===== src/rtl/rv32_fetch_stage.sv =====
// RV32 instruction fetch: credit-limited imem requests, in-order response FIFO, redirect flush.
// Optional macro FETCH_PERF_CNT_EN adds perf_fetched/perf_dropped counters.
module rv32_fetch_stage #(
    parameter logic [31:0] RESET_PC   = 32'h0000_0000,
    parameter int          FIFO_DEPTH = 2
) (
    input  logic        clk,
    input  logic        rst,
    output logic        imem_req_valid,
    input  logic        imem_req_ready,
    output logic [31:0] imem_req_addr,
    input  logic        imem_rsp_valid,
    input  logic [31:0] imem_rsp_data,
    input  logic        redirect_valid,
    input  logic [31:0] redirect_pc,
    output logic        out_valid,
    input  logic        out_ready,
    output logic [31:0] out_instr,
    output logic [31:0] out_pc
`ifdef FETCH_PERF_CNT_EN
    ,
    output logic [31:0] perf_fetched,
    output logic [31:0] perf_dropped
`endif
);
    localparam int AW = $clog2(FIFO_DEPTH);
    localparam int CW = AW + 1;
    localparam int DW = 16;
    localparam logic [CW:0] DEPTH_W = (CW+1)'(FIFO_DEPTH);

    logic [31:0]   pc;
    logic [CW-1:0] outstanding;
    logic [DW-1:0] drop_cnt;
    logic [CW-1:0] wr_ptr;
    logic [CW-1:0] rd_ptr;
    logic [31:0]   fifo_instr [FIFO_DEPTH];
    logic [31:0]   fifo_pc    [FIFO_DEPTH];

    logic [CW-1:0] fifo_count;
    logic          fifo_empty;
    logic          req_fire;
    logic          rsp_stale;
    logic          push;
    logic          pop;
    logic [31:0]   rsp_pc;

    assign fifo_count     = wr_ptr - rd_ptr;
    assign fifo_empty     = (fifo_count == '0);
    assign imem_req_valid = !rst && !redirect_valid &&
                            (({1'b0, fifo_count} + {1'b0, outstanding}) < DEPTH_W);
    assign imem_req_addr  = pc;
    assign req_fire       = imem_req_valid && imem_req_ready;
    assign rsp_stale      = (drop_cnt != '0) || redirect_valid;
    assign push           = imem_rsp_valid && !rsp_stale;
    assign pop            = out_valid && out_ready && !redirect_valid;

    // outstanding counts only live requests, all issued sequentially since the last
    // redirect, so the oldest one's pc is pc - 4*outstanding (this acts as the pc queue).
    assign rsp_pc = pc - {{(30-CW){1'b0}}, outstanding, 2'b00};

    assign out_valid = !fifo_empty;
    assign out_instr = fifo_empty ? '0 : fifo_instr[rd_ptr[AW-1:0]];
    assign out_pc    = fifo_empty ? '0 : fifo_pc[rd_ptr[AW-1:0]];

    always_ff @(posedge clk or posedge rst) begin
        if (rst) begin
            pc          <= RESET_PC;
            outstanding <= '0;
            drop_cnt    <= '0;
            wr_ptr      <= '0;
            rd_ptr      <= '0;
        end else if (redirect_valid) begin
            // Every live in-flight request turns stale; the response arriving now is discarded.
            pc          <= redirect_pc & 32'hFFFF_FFFC;
            outstanding <= '0;
            drop_cnt    <= drop_cnt + DW'(outstanding) - DW'(imem_rsp_valid);
            rd_ptr      <= wr_ptr;
        end else begin
            if (req_fire)
                pc <= pc + 32'd4;
            outstanding <= outstanding + CW'(req_fire) - CW'(push);
            if (imem_rsp_valid && drop_cnt != '0)
                drop_cnt <= drop_cnt - DW'(1);
            if (push)
                wr_ptr <= wr_ptr + CW'(1);
            if (pop)
                rd_ptr <= rd_ptr + CW'(1);
        end
    end

    always_ff @(posedge clk) begin
        if (push) begin
            fifo_instr[wr_ptr[AW-1:0]] <= imem_rsp_data;
            fifo_pc[wr_ptr[AW-1:0]]    <= rsp_pc;
        end
    end

`ifdef FETCH_PERF_CNT_EN
    // Entries handed to decode in the redirect cycle itself are not counted as flushed.
    logic [31:0] flushed;
    assign flushed = redirect_valid ? (32'(fifo_count) - 32'(out_valid && out_ready)) : 32'd0;

    always_ff @(posedge clk or posedge rst) begin
        if (rst) begin
            perf_fetched <= '0;
            perf_dropped <= '0;
        end else begin
            perf_fetched <= perf_fetched + 32'(push);
            perf_dropped <= perf_dropped + 32'(imem_rsp_valid && rsp_stale) + flushed;
        end
    end
`endif

    a_credit: assert property (@(posedge clk) disable iff (rst)
        ({1'b0, fifo_count} + {1'b0, outstanding}) <= DEPTH_W);

endmodule


===== config.mk =====
export PLATFORM = sky130hd
export DESIGN_NAME = rv32_fetch_stage
export DESIGN_NICKNAME = d
export VERILOG_FILES = /design/src/rtl/rv32_fetch_stage.sv
export SDC_FILE = /design/constraint.sdc
export NUM_CORES = 1
export LEC_CHECK = 0
export ABC_AREA = 1
export BUFFER_PORTS_ARGS = -buffer_cell sky130_fd_sc_hd__buf_2
export CORE_ASPECT_RATIO = 0.75
export CORE_MARGIN = 5
export CORE_UTILIZATION = 50
export DETAILED_ROUTE_END_ITERATION = 10
export PLACE_DENSITY = 0.72
export SYNTH_ARGS = -nofsm -noshare
export SYNTH_HDL_FRONTEND = slang
export SYNTH_SLANG_ARGS = --single-unit

===== constraint.sdc =====
create_clock -name clk -period 5.2 [get_ports clk]
set_clock_uncertainty 0.15 [all_clocks]
set_input_delay 0.26 -clock clk [delete_from_list [all_inputs] [get_ports clk]]
set_output_delay 0.26 -clock clk [all_outputs]
set_load 0.05 [all_outputs]

==> impl_metrics.csv <==
group,metric,value,unit
timing,tightest_slew,0.934,ns
synthesis,syn_area_per_cell,8.88,µm²
clocking,postCtsHoldBufs,59,
floorplan,num_io_pins,168,
timing,fin_setup_tns,0,ns
timing,setup_violations,0,
clocking,ctsResizeCount,0,
placed_design,port_buffers,161,
synthesis,synthArstFlopShare,29.5,%
pwr,p_per_area,451,nW/µm²
synthesis,synth_warnings,0,
setup_path,path_class,"reg2reg",
clocking,clock_sinks,176,
floorplan,die_w,172,µm
setup_path,cp-startpoint,"wr_ptr[0]",
placed_design,place_ws,1.44,ns
layout,drive_gt1_share,17.6,%
setup_path,reg2regPathDepth,13,
min_path,min_path_type,"in2reg",
timing,grt_setup_unrepaired,"false",
synthesis,ys_ff_latch,176,
synthesis,synth_top_area_share,37.6,%
timing,fin_crit,3.84,ns
clocking,cts_max_path_buffers,2,
synthesis,ys_top_cells_by_count,"nand2_1 (319), edfxtp_1 (124), inv_1 (107)",
status,status,"complete, no violations",
synthesis,synth-seq-area-share,50.8,%
clocking,cts_root_buffer,"clkbuf_16",
clocking,numCtsBuffers,17,
setup_path,cp.arrival,3.99,ns
clocking,cts.htree.levels,4,
setup_path,cp.buffers_inverters,3,
synthesis,synth_flop_cell,"edfxtp_1",
setup_path,crit_path_top_delay_cell,"nand2_1",
timing,setup_slack,1.36,ns
floorplan,die_area,22700,µm²
pwr,ir_worst_vdd,0.248,mV
layout,multi_input_area,4250,µm²
layout,synthToLayoutAreaGrowth,21.9,%
global_routing,grt_pass1_wl,41.0,mm
detailed_routing,drt_pass1_iterations,5,
global_routing,overflow,0,
setup_path,crit_chain,"inv_1 > ha_1 > xnor2_1 > xor2_1 > fa_1 > nand2_1 > nor3_1 > nand2_1 > buf_4 > nand2_1 > inv_2 > a22o_1 > o21bai_1",
timing,hold_slack,0.0259,ns
floorplan,initial_core_util,50.9,%
setup_path,crit_path_end_kind,"flip-flop",
timing,worst_slew_margin_rel,37.6,%
layout,fin_cells,1585,
layout,insertedDiodeCount,0,
detailed_routing,first_iter_violations,778,
setup_path,path_delay_family,"simple AND/OR/NAND/NOR gates",
detailed_routing,drc,0,
global_routing,gr-usage-all-layers,22.6,%
placed_design,hpwl,17.8,mm
synthesis,synth_cell_types,42,
setup_path,r2r_setup_slack,1.36,ns
floorplan,die_h,132,µm
pwr,power,5.44,mW
timing,report.final.slew_viol_count,0,
timing,post-route-period-util,73.8,%
detailed_routing,vias,8292,
detailed_routing,ant_nets,0,
job,maxCapViolations,0,
pwr,leakage,5.41,nW
synthesis,synth_top_cell_by_area,"edfxtp_1",
setup_path,worstPathMaxFanout,23,
global_routing,antenna_found_initial,0,
synthesis,synth_edf_count,124,
synthesis,synth_area_leaders,"edfxtp_1 (38%), dfrtp_1 (13%), nand2_1 (12%), ha_1 (5.4%), xor2_1 (5.0%)",
floorplan,rows,44,
clocking,cts_setup_buffers,0,
timing,max_freq,261,MHz
min_path,worstHoldPathCells,4,
setup_path,crit_end,"imem_req_addr[20]",
detailed_routing,vias_per_cell,5.23,
timing,finalHoldViolCount,0,
floorplan,core-area,19400,µm²
setup_path,cpMostUsedCell,"nand2_1",
placed_design,place.gp.congestion,0.903,
setup_path,worst-path-stages,13,
synthesis,syn-instance-count,1114,
clocking,worstSkewPairLatency,0.43,ns
layout,regArea,5030,µm²
global_routing,first_global_vias,7882,
layout,fillers,1644,
clocking,clk_pin_slew,0.07,ns
clocking,cts_tree,"yes",
layout,nets,1435,
synthesis,synth.most_common_cell,"nand2_1",
setup_path,start_kind,"flip-flop",
global_routing,grt_max_degree,66,
setup_path,cp.required,5.36,ns
setup_path,slowest_delay,0.72,ns
placed_design,dp.cells,1494,
setup_path,timing.rr.end,"imem_req_addr[20]",
setup_path,r2r-start,"wr_ptr[0]",
synthesis,synth_area,9900,µm²
detailed_routing,wl_per_cell,16.3,µm
detailed_routing,postRouteWirelength,25.9,mm
## registers in the layout, summed over array words and instances, names as in the netlist
signal         flops
fifo_pc           60
imem_req_addr     30
drop_cnt          16
rd_ptr             2
wr_ptr             2
outstanding        2
fifo_instr        64
## power by group
part	total (mW)	internal, mW	switching (mW)
clock network	1.24	0.639	0.601
logic	2.45	0.730	1.72
registers	1.75	1.62	0.136
total	5.44	2.98	2.46
## cell type report
cell class                 count  share of cell area (%)
clock buffer                  17                    3.53
clock inverter                15                    1.21
inverter                     115                    3.58
multi-input combinational    780                    35.3
sequential                   176                    41.7
tap                          253                    2.62
timing repair buffer         229                    12.1
## worst min path at each step
stage | endpoint | from | slack [ns]
after floorplan | fifo_instr[0][0] | imem_rsp_data[0] | 0.21
after global placement | fifo_instr[1][12] | imem_rsp_data[12] | 0.30
after detailed placement | fifo_instr[0][19] | imem_rsp_data[19] | 0.30
after CTS | imem_req_addr[22] | redirect_pc[22] | 0.003
after global routing | imem_req_addr[21] | redirect_pc[21] | 0.06
final | imem_req_addr[22] | redirect_pc[22] | 0.03
## cells by family (layout without fill, tap and decap cells)
kind of cell | Yosys count | after routing | share of synthesized area (%)
other | 1 | 4 | 0.0379
xor gates and xnor gates | 61 | 61 | 5.40
DFF | 176 | 176 | 50.8
buffers and inverters | 161 | 376 | 6.51
AOI/OAI and AO/OA | 155 | 155 | 8.90
and+or+nand+nor | 514 | 514 | 22.3
adders and majority gates | 46 | 46 | 6.04
## layout by cell type (no fill, tap or decap), types with 29 or more instances in the layout
master | synthesis | final
edfxtp_1 | 124 | 124
dfrtp_1 | 52 | 51
dlygate4sd3_1 | 0 | 59
nand2_1 | 319 | 319
inv_1 | 107 | 106
ha_1 | 43 | 43
xor2_1 | 57 | 57
a21oi_1 | 84 | 84
buf_2 | 14 | 161
nor2_1 | 75 | 73
o21ai_0 | 29 | 29
nand3_1 | 59 | 59
## tightest hold or removal path: stages
cell and delay, ns:
buf_2 0.08, nand2_1 0.05, o21ai_0 0.07, o21bai_1 0.10
## metal layers
layer,up-vias,global-route usage [%],part of all wire [%]
met5,-,0,0
met4,0,4.28,0.60
met3,12,4.20,8.1
met2,302,35.4,45
met1,3872,33.3,46
li1,4106,-,-
## stage by stage
step | util, % | area, µm²
5_1_grt | 62.1 | 12100
2_1_floorplan | - | 9910
4_1_cts | 62.1 | 12100
3_5_place_dp | 56.1 | 10900
6_report | 62.1 | 12100
3_3_place_gp | 56.1 | 10900
Power figures use the tool's default switching activity.
